$ cat config.mk
export PLATFORM = sky130hd
export DESIGN_NAME = pipe_stage_elastic
export DESIGN_NICKNAME = d
export VERILOG_FILES = /design/src/rtl/pipe_stage_elastic.sv
export SDC_FILE = /design/constraint.sdc
export NUM_CORES = 1
export LEC_CHECK = 0
export ABC_AREA = 1
export CORE_MARGIN = 5
export CORE_UTILIZATION = 50
export CTS_CLUSTER_DIAMETER = 120
export DETAILED_ROUTE_END_ITERATION = 7
export MAX_ROUTING_LAYER = met4
export PLACE_DENSITY = 0.79
export SETUP_SLACK_MARGIN = 0.02
export SYNTH_ARGS = -nofsm -noshare
export SYNTH_HDL_FRONTEND = slang
export SYNTH_SLANG_ARGS = --single-unit
$ cat constraint.sdc
create_clock -name CLK -period 2.61 [get_ports CLK]
set_clock_uncertainty 0.1 [all_clocks]
set_input_delay 0.6525 -clock CLK [delete_from_list [all_inputs] [get_ports CLK]]
set_output_delay 0.6525 -clock CLK [all_outputs]
set_load 0.02 [all_outputs]
$ cat src/rtl/pipe_stage_elastic.sv
// Elastic pipeline stage: DATA_W payload register with valid/ready handshake,
// a 2-entry skid buffer and flush/freeze controls. Optional counters: PIPE_STAGE_STATS_EN.
module pipe_stage_elastic #(
    parameter int                 DATA_W    = 32,
    parameter logic [DATA_W-1:0]  CLEAR_VAL = '0
) (
    input  logic              CLK,
    input  logic              nRST,
    input  logic              flush,
    input  logic              freeze,
    input  logic              in_valid,
    output logic              in_ready,
    input  logic [DATA_W-1:0] in_data,
    output logic              out_valid,
    input  logic              out_ready,
    output logic [DATA_W-1:0] out_data,
    output logic [1:0]        occupancy
`ifdef PIPE_STAGE_STATS_EN
    ,
    output logic [15:0]       stall_cnt,
    output logic [15:0]       bubble_cnt
`endif
);

    typedef enum logic [1:0] {
        EMPTY = 2'd0,
        ONE   = 2'd1,
        FULL  = 2'd2
    } state_t;

    state_t            r_state;
    logic [DATA_W-1:0] r_main;
    logic [DATA_W-1:0] r_skid;
    logic              w_push;
    logic              w_pop;

    // Handshake depends only on registered state and freeze, so in_ready
    // never sees out_ready combinationally.
    assign in_ready  = !freeze && (r_state != FULL);
    assign out_valid = !freeze && (r_state != EMPTY);
    assign w_push    = in_valid && in_ready;
    assign w_pop     = out_valid && out_ready;
    assign out_data  = r_main;
    assign occupancy = r_state;

    always_ff @(posedge CLK) begin
        if (!nRST || flush) begin
            r_state <= EMPTY;
            r_main  <= CLEAR_VAL;
            r_skid  <= CLEAR_VAL;
        end else if (!freeze) begin
            case (r_state)
                EMPTY: begin
                    if (w_push) begin
                        r_state <= ONE;
                        r_main  <= in_data;
                    end
                end
                ONE: begin
                    case ({w_push, w_pop})
                        2'b10: begin
                            r_state <= FULL;
                            r_skid  <= in_data;
                        end
                        2'b01: r_state <= EMPTY;
                        2'b11: r_main  <= in_data;
                        default: ;
                    endcase
                end
                FULL: begin
                    if (w_pop) begin
                        r_state <= ONE;
                        r_main  <= r_skid;
                    end
                end
                default: r_state <= EMPTY;
            endcase
        end
    end

`ifdef PIPE_STAGE_STATS_EN
    logic [15:0] r_stall_cnt;
    logic [15:0] r_bubble_cnt;

    // Counters survive flush; only reset clears them. Both saturate.
    always_ff @(posedge CLK) begin
        if (!nRST) begin
            r_stall_cnt  <= '0;
            r_bubble_cnt <= '0;
        end else begin
            if ((r_state != EMPTY) && !out_ready && !freeze && (r_stall_cnt != 16'hFFFF))
                r_stall_cnt <= r_stall_cnt + 16'd1;
            if ((r_state == EMPTY) && out_ready && !freeze && (r_bubble_cnt != 16'hFFFF))
                r_bubble_cnt <= r_bubble_cnt + 16'd1;
        end
    end

    assign stall_cnt  = r_stall_cnt;
    assign bubble_cnt = r_bubble_cnt;
`endif

endmodule

==> results_dict.tcl <==
set metrics [dict create \
    htreeDepth 3 \
    worst_slack_ns 0.166 \
    ir_drop_mv 0.416 \
    synth_xor_area_share_pct 0 \
    muxShareOfSynthArea_pct 0 \
    cts_buffer_depth 2 \
    die_w_um 89.5 \
    synthFlopType "dfxtp_1" \
    rsz0062_at_grt "no" \
    finalSetupViolations 0 \
    drive_gt1_share_pct 7.22 \
    worstPathRequired_ns 1.86 \
    layout_min_cycle_time_ns 2.44 \
    num_vias 3162 \
    grt_pass1_wl_mm 12.8 \
    reg2reg_depth 9 \
    crit_path_end_kind "output port" \
    hp-start "r_skid[19]$_SDFFE_PP0P_" \
    clock_latency_ns 0.34 \
    antenna_cells 0 \
    synth_top_family_by_area "simple AND/OR/NAND/NOR gates" \
    p_leak_nw 1.84 \
    drtAntennaViolNets 0 \
    grt_max_degree 66 \
    worst_slew_pin_slew_ns 0.370 \
    status "finished, final reports clean" \
    path_class "reg -> out" \
    synth_compound_area_share_pct 10.4 \
    first_pass_iters 4 \
    yosysTopAreaCellShare_pct 41.8 \
    syn_area_um2 3160 \
    die-area_um2 8020 \
    clk_pin_slew_ns 0.07 \
    cts_inserted_buffers 9 \
    start_util_pct 50.7 \
    pre_cts_ws_ns 0.00662 \
    yosysSeqAreaShare_pct 41.8 \
    reg2reg_from "occupancy[0]$_SDFFE_PP0P_" \
    drtIter0Drc 134 \
    antenna_found_initial 0 \
    whs_ns 0.386 \
    core_area_um2 6240 \
    cts_tree "done" \
    wire_per_inst_um 12.2 \
    final_nets 587 \
    worstPathMaxFanout 16 \
    grt-ovfl-total 0 \
    yosys.area_share.simple_pct 37.0 \
    drcViolationCount 0 \
    async_reset_ff_share_pct 0 \
    post_cts_buffers 0 \
    holdPathStages 2 \
    stdcell_area_um2 4190 \
    io_pins 74 \
    cp-start-kind "flop" \
    r2r_end "out_data[2]$_SDFFE_PP0P_" \
    final-seq-area_um2 1320 \
    fillCellCount 573 \
    holdPathEnd "r_skid[19]$_SDFFE_PP0P_" \
    syn_inst 487 \
    hpwl_mm 4.87 \
    hold_path.class "reg -> reg" \
    viasPerCell 5.01 \
    crit_arrival_ns 1.69 \
    grt_pass1_vias 2869 \
    maxSlewViolCount 0 \
    yosysWarnings 0 \
    post_dp_cell_area_um2 3960 \
    synth_area_leaders "dfxtp_1 (42%), nor2_1 (12%), nand2_1 (12%)" \
    ys_seq_elements 66 \
    io_buffers 73 \
    wirelength_mm 7.71 \
    multiInputGateArea_um2 1510 \
    final.setup.tns_ns 0 \
    r2r_setup_slack_ns 0.62 \
    synth_edf_count 0 \
    synth_fa_ha_area_share_pct 0 \
    fp.dieH_um 89.5 \
    postSynthAreaPerCell_um2 6.49 \
    period_share_pct 93.7 \
    synth_most_common_cell "nor2_1" \
    max_cap_violations 0 \
    cts_root_buf "clkbuf_8" \
    area_growth_pct 32.6 \
    hold_viol_final 0 \
    clock_sink_count 66 \
    num_rows 29 \
    grt_usage_pct 21.1 \
    crit_path_cell_trace "buf_4 > clkdlybuf4s50_1" \
    fmaxAchievable_mhz 409 \
    relSlewSlack_pct 75.4 \
    synth_cell_types 18 \
    synth_area_leader_cell "dfxtp_1" \
    gp_congestion 0.777 \
    cp_slowest_cell "clkdlybuf4s50_1" \
    cts_hold_buf 0 \
    ys_top_cells_by_count "nor2_1 (103), nand2_1 (102), dfxtp_1 (66), nand3_1 (66), inv_1 (37)" \
    slowest_delay_ns 0.63 \
    cellPowerDensity_nw_per_um2 560 \
    total_power_w 0.00235 \
    syn_nets 525 \
]
## registers in the layout, indices dropped and copies added (netlist names)
| signal | cells |
|---|---|
| out_data | 32 |
| r_skid | 32 |
| occupancy | 2 |
## report_power, final
group,leakage (nW),total (W),internal (W),switching (W)
sequential,0.535,0.00104,0.00103,0.0000126
combinational,1.19,0.000323,0.000157,0.000166
clock,0.117,0.000982,0.000591,0.000391
total,1.84,0.00235,0.00178,0.000570
## kinds of logic (layout without fill, tap and decap cells)
logic type	after synthesis	after routing
simple gates	279	279
buf+inv	76	143
compound gates	66	66
flops	66	66
## worst max path at each step
stage,start,endpoint,depth (start not counted)
floorplan,occupancy[0]$_SDFFE_PP0P_,out_valid,3
global placement,freeze,in_ready,5
detailed placement,freeze,in_ready,5
CTS,freeze,out_valid,3
global route,occupancy[1]$_SDFFE_PP0P_,occupancy[1],2
finish,occupancy[1]$_SDFFE_PP0P_,occupancy[1],2
## worst max-delay path, delay by kind of cell, from the launching register on
kind     cells  cell delay, ns
flops        1            0.45
buf+inv      2            0.90
## metrics by stage
step	std cells	util [%]
after floorplan	487	-
after global placement	615	63.5
after detailed placement	615	63.5
after CTS	631	67.2
after global routing	631	67.2
final	631	67.2
## final cells by class
type / count / share of cell area [%]
multi-input combinational: 345 / 36.0
sequential: 66 / 31.5
timing repair buffer: 87 / 21.2
clock buffer: 12 / 3.70
inverter: 40 / 3.58
tap: 77 / 2.30
clock inverter: 4 / 1.76
## what timing repair did
item | 4_1_cts | 5_1_grt
pin swaps | 0 | 0
resized for setup | 1 | 1
endpoints found under the setup margin | 1 | 1
## layout by cell type (no fill, tap or decap), types with 2 or more instances in the layout
cell type,Yosys,routed
nor2_1,103,102
nand2_2,2,3
dfxtp_1,66,66
buf_12,0,4
nand4_1,2,2
inv_2,3,3
o21ai_0,32,32
a21oi_1,34,34
nand3_1,66,66
bufinv_16,0,2
nand2_1,102,101
clkdlybuf4s50_1,0,71
buf_4,4,10
inv_1,37,37
clkbuf_8,0,11
## metal layers
layer	share of wire, %	routed length [um]	track usage, %	up-vias
met1	43	3340	23.6	1405
met4	2.6	197	11.0	0
met5	0	0	-	-
met3	4.6	356	2.86	16
met2	49	3810	36.5	81
li1	-	-	-	1660
Power figures use the tool's default switching activity.
